### config.mk
export PLATFORM = sky130hd
export DESIGN_NAME = pipo_load_arbiter
export DESIGN_NICKNAME = d
export VERILOG_FILES = /design/src/rtl/pipo_arb_pkg.sv /design/src/rtl/pipo_reg.sv /design/src/rtl/pipo_load_arbiter.sv
export SDC_FILE = /design/constraint.sdc
export NUM_CORES = 1
export LEC_CHECK = 0
export ABC_AREA = 1
export CAP_MARGIN = 15
export CORE_ASPECT_RATIO = 1.2
export CORE_MARGIN = 3
export CORE_UTILIZATION = 35
export CTS_BUF_LIST = sky130_fd_sc_hd__clkbuf_8
export DETAILED_ROUTE_END_ITERATION = 7
export PLACE_DENSITY = 0.74
export SLEW_MARGIN = 25
export SYNTH_ARGS = -nofsm -noshare
export SYNTH_HDL_FRONTEND = slang
export SYNTH_SLANG_ARGS = --single-unit
### constraint.sdc
create_clock -name CLK -period 3 [get_ports CLK]
set_input_delay 0.6 -clock CLK [delete_from_list [all_inputs] [get_ports CLK]]
set_output_delay 0.6 -clock CLK [all_outputs]
set_load 0.01 [all_outputs]
### src/rtl/pipo_arb_pkg.sv
// Shared types and constants for the round-robin PIPO load arbiter.
package pipo_arb_pkg;

  typedef enum logic {
    IDLE = 1'b0,
    HOLD = 1'b1
  } arb_state_e;

  localparam int CNT_W    = 4;
  localparam int HOLD_MIN = 1;
  localparam int HOLD_MAX = 15;

  // Out-of-range hold lengths are pinned to the nearest legal value.
  function automatic int clamp_hold(input int hold);
    if (hold < HOLD_MIN) return HOLD_MIN;
    if (hold > HOLD_MAX) return HOLD_MAX;
    return hold;
  endfunction

endpackage

### src/rtl/pipo_reg.sv
// WIDTH-bit parallel-in/parallel-out storage register with load enable.
module pipo_reg #(
  parameter int WIDTH = 3
) (
  input  logic             CLK,
  input  logic             RST_N,
  input  logic             LOAD,
  input  logic [WIDTH-1:0] D,
  output logic [WIDTH-1:0] Q
);

  logic [WIDTH-1:0] q_q, q_d;

  always_comb begin
    q_d = q_q;
    if (LOAD) q_d = D;
  end

  always_ff @(posedge CLK or negedge RST_N) begin
    if (!RST_N) q_q <= '0;
    else        q_q <= q_d;
  end

  assign Q = q_q;

endmodule

### src/rtl/pipo_load_arbiter.sv
// Two-requester round-robin arbiter that loads a shared PIPO register and
// then locks it for HOLD_CYCLES cycles so each loaded value stays visible.
module pipo_load_arbiter
  import pipo_arb_pkg::*;
#(
  parameter int WIDTH       = 3,
  parameter int HOLD_CYCLES = 2
) (
  input  logic             CLK,
  input  logic             RST_N,
  input  logic             REQ0,
  input  logic [WIDTH-1:0] D0_IN,
  input  logic             REQ1,
  input  logic [WIDTH-1:0] D1_IN,
  output logic             GNT0,
  output logic             GNT1,
  output logic [WIDTH-1:0] Q,
  output logic             OWNER,
  output logic             BUSY
);

  localparam int             HOLD_EFF = clamp_hold(HOLD_CYCLES);
  localparam logic [CNT_W-1:0] CNT_INIT = CNT_W'(HOLD_EFF - 1);

  arb_state_e       state_q, state_d;
  logic             ptr_q, ptr_d;
  logic [CNT_W-1:0] cnt_q, cnt_d;
  logic             gnt0_q, gnt0_d;
  logic             gnt1_q, gnt1_d;
  logic             owner_q, owner_d;
  logic             busy_q, busy_d;

  logic             load;
  logic             win;
  logic [WIDTH-1:0] load_data;

  // State register
  always_ff @(posedge CLK or negedge RST_N) begin
    if (!RST_N) begin
      state_q <= IDLE;
      ptr_q   <= 1'b0;
      cnt_q   <= '0;
      gnt0_q  <= 1'b0;
      gnt1_q  <= 1'b0;
      owner_q <= 1'b0;
      busy_q  <= 1'b0;
    end else begin
      state_q <= state_d;
      ptr_q   <= ptr_d;
      cnt_q   <= cnt_d;
      gnt0_q  <= gnt0_d;
      gnt1_q  <= gnt1_d;
      owner_q <= owner_d;
      busy_q  <= busy_d;
    end
  end

  // Next-state logic
  always_comb begin
    state_d = state_q;
    ptr_d   = ptr_q;
    cnt_d   = cnt_q;
    gnt0_d  = 1'b0;
    gnt1_d  = 1'b0;
    owner_d = owner_q;
    unique case (state_q)
      IDLE: begin
        if (load) begin
          gnt0_d  = ~win;
          gnt1_d  = win;
          owner_d = win;
          ptr_d   = ~win;
          cnt_d   = CNT_INIT;
          state_d = HOLD;
        end
      end
      HOLD: begin
        if (cnt_q == '0) state_d = IDLE;
        else             cnt_d   = cnt_q - 1'b1;
      end
      default: state_d = IDLE;
    endcase
    busy_d = (state_d == HOLD);
  end

  // Output / datapath control: requests only matter in IDLE, tie goes to ptr
  always_comb begin
    load      = (state_q == IDLE) && (REQ0 || REQ1);
    win       = (REQ0 && REQ1) ? ptr_q : REQ1;
    load_data = win ? D1_IN : D0_IN;
  end

  pipo_reg #(.WIDTH(WIDTH)) u_reg (
    .CLK   (CLK),
    .RST_N (RST_N),
    .LOAD  (load),
    .D     (load_data),
    .Q     (Q)
  );

  assign GNT0  = gnt0_q;
  assign GNT1  = gnt1_q;
  assign OWNER = owner_q;
  assign BUSY  = busy_q;

endmodule

==> flow_summary_export.csv <==
group,metric,value,unit
outcome,status,"completed",
power,leakage,0.3910,nW
logic_synthesis,netlist_area,563.0,sq um
setup_path,crit_type,"flop to output port",
setup_path,path_buf_inv,1,
sta,timing.final.hold_violations,0,
global_routing,grt_pass1_wl,2028,um
clock_tree,htree_num_levels,1,
logic_synthesis,yosysWarnings,0,
setup_path,path_delay_family,"buffers and inverters",
sta,slew-limit-headroom,0.6538,
logic_synthesis,seq_area_frac_synth,0.5333,
power,max-vdd-ir-drop,0.0004026,V
final_layout,fin_cells,102,
logic_synthesis,synth_edf_count,0,
global_routing,grt_max_degree,13,
die,rows,15,
clock_tree,hold_buffers,0,
logic_synthesis,synth_largest_area_cell,"dfrtp_1",
detailed_routing,routed_via_density,4.814,
clock_tree,clk_latency,0.24,ns
place,dp.cells,99,
logic_synthesis,syn_area_per_cell,8.531,sq um
place,portBuffers,16,
detailed_routing,first_pass_iters,4,
detailed_routing,routed_wl,1094,um
sta,tightest_slew,0.5177,ns
die,core_area,1483,sq um
detailed_routing,vias,491,
logic_synthesis,yosys.area.top_type_share,0.5333,
place,place_hpwl,877.9,um
logic_synthesis,synth_most_common_cell,"nand2_1",
logic_synthesis,ys_top_cells_by_count,"21 x nand2_1, 12 x dfrtp_1, 11 x nand3_1",
setup_path,critPathLaunchType,"flop",
logic_synthesis,yosysUniqueCellTypes,13,
place,post-place-ws,1.234,ns
die,dieArea,2128,sq um
die,die_h,49.94,um
clock_tree,cts.sinks,12,
detailed_routing,first_iter_violations,13,
sta,max_freq,518.5,MHz
clock_tree,cts_buffer_depth,2,
setup_path,crit_path_end_kind,"output port",
logic_synthesis,synthTopCellsByArea,"dfrtp_1 53%, nand2_1 14%, nand3_1 9.8%, inv_1 4.7%, nand4_1 3.3%",
clock_tree,cts_resized,0,
sta,clock_skew,0.001619,ns
clock_tree,cts_buffers,3,
power,powerDensity,1014,nW/um^2
setup_path,worstPathArrival,1.33,ns
global_routing,overflow,0,
setup_path,cp_data_required_time,2.40,ns
sta,final.setup.worst_slack,1.071,ns
sta,grt_setup_unrepaired,"no",
logic_synthesis,syn_nets,77,
detailed_routing,wl_per_cell,10.73,um
logic_synthesis,syn_inst,66,
setup_path,crit_chain,"clkdlybuf4s50_1",
sta,final.setup.tns,0,ns
final_layout,syn2layout_area_growth,39.56,%
global_routing,antenna_found_initial,0,
place,routabilityCongestion,0.7274,
setup_path,crit_fanout,7,
sta,setup_violations,0,
final_layout,antenna_cells,0,
global_routing,track_usage,0.1297,
die,start_util,0.3797,
final_layout,final_area,785.8,sq um
logic_synthesis,synth_ff_type,"dfrtp_1",
clock_tree,cts_tree,"yes",
setup_path,slowest_stage,"clkdlybuf4s50_1",
final_layout,drive_gt1_frac,0.08235,
clock_tree,cts_setup_buffers,0,
detailed_routing,drc_errors,0,
final_layout,final_core_util,0.5300,
setup_path,max_stage_delay,0.60,ns
sta,report.final.slew_viol_count,0,
hold_path,hp-class,"flop to flop",
final_layout,nets,98,
die,die_w,42.62,um
sta,finalCritPeriodShare,0.6429,
logic_synthesis,async_reset_ff_frac,1.000,
flow_run,maxCapViolations,0,
clock_tree,root_buffer,"clkbuf_8",
detailed_routing,ant_nets,0,
die,num_io_pins,17,
global_routing,grt_pass1_vias,501,
clock_tree,path_clk_slew,0.05,ns
sta,min_period,1.929,ns
place,placed_area,744.5,sq um
logic_synthesis,yosys_register_bits,12,
==> per-stage QoR <==
step	hold WS, ns	power, W
CTS	0.5078	0.0008058
finish	0.5044	0.0007968
global placement	0.5036	0.0006524
global route	0.5313	0.0008769
detailed placement	0.4901	0.0006594
floorplan	0.3044	0.0005134
==> report_power, final <==
part / total, W / switching [W] / internal (W)
registers: 0.000293 / 0.0000564 / 0.000237
clock network: 0.000141 / 0.0000530 / 0.0000879
logic: 0.000363 / 0.000194 / 0.000169
==> worst paths after layout <==
| kind | startpoint | end | slack (ns) | cells past startpoint |
|---|---|---|---|---|
| hold / removal | u_reg.Q[1] | u_reg.Q[1] | 0.50 | 2 |
| hold reg to reg | u_reg.Q[1] | u_reg.Q[1] | 0.50 | 2 |
| max in group asynchronous | RST_N | cnt_q[2] | 1.95 | 1 |
| setup reg to reg | cnt_q[0] | cnt_q[1] | 1.78 | 7 |
| setup / recovery | BUSY | BUSY | 1.07 | 1 |
| min in group asynchronous | RST_N | BUSY | 0.71 | 1 |
==> layer usage <==
| metal | track usage | part of all wire | vias up |
|---|---|---|---|
| met5 | 0 | 0 | - |
| met1 | 0.1553 | 0.43 | 217 |
| li1 | - | - | 250 |
| met4 | 0.09326 | 0.028 | 0 |
| met2 | 0.1980 | 0.46 | 21 |
| met3 | 0.03285 | 0.076 | 3 |
==> layout make-up <==
class / instances / area [sq um]
fillers: 137 / 696.9
inverters: 8 / 30.03
clock buffers: 3 / 41.29
flip-flops and latches: 12 / 300.3
well taps: 17 / 21.27
multi-input cells: 46 / 232.7
repair buffers: 16 / 160.2
==> placed cells by master (no fill, tap or decap) <==
master,count
ha_1,1
clkdlybuf4s50_1,16
nand2_1,21
nor2_4,1
nand2_2,1
o21ai_4,1
nand4_1,3
clkbuf_8,3
o21ai_0,2
inv_1,7
inv_2,1
dfrtp_1,12
nor2_1,4
xor2_1,1
nand3_1,11
==> cell families (layout without fill, tap and decap cells) <==
logic type / Yosys count / in the layout / synth area share
adders and majority gates: 1 / 1 / 0.02222
AOI/OAI and AO/OA: 3 / 3 / 0.04668
DFF: 12 / 12 / 0.5333
xor gates and xnor gates: 1 / 1 / 0.01556
and+or+nand+nor: 41 / 41 / 0.3289
buffers and inverters: 8 / 27 / 0.05334
==> flip-flops by register name (all words and copies together) (netlist names) <==
name / flops
cnt_q: 4
ptr_q: 1
OWNER: 1
GNT0: 1
GNT1: 1
BUSY: 1
u_reg.Q: 3
Power figures use the tool's default switching activity.
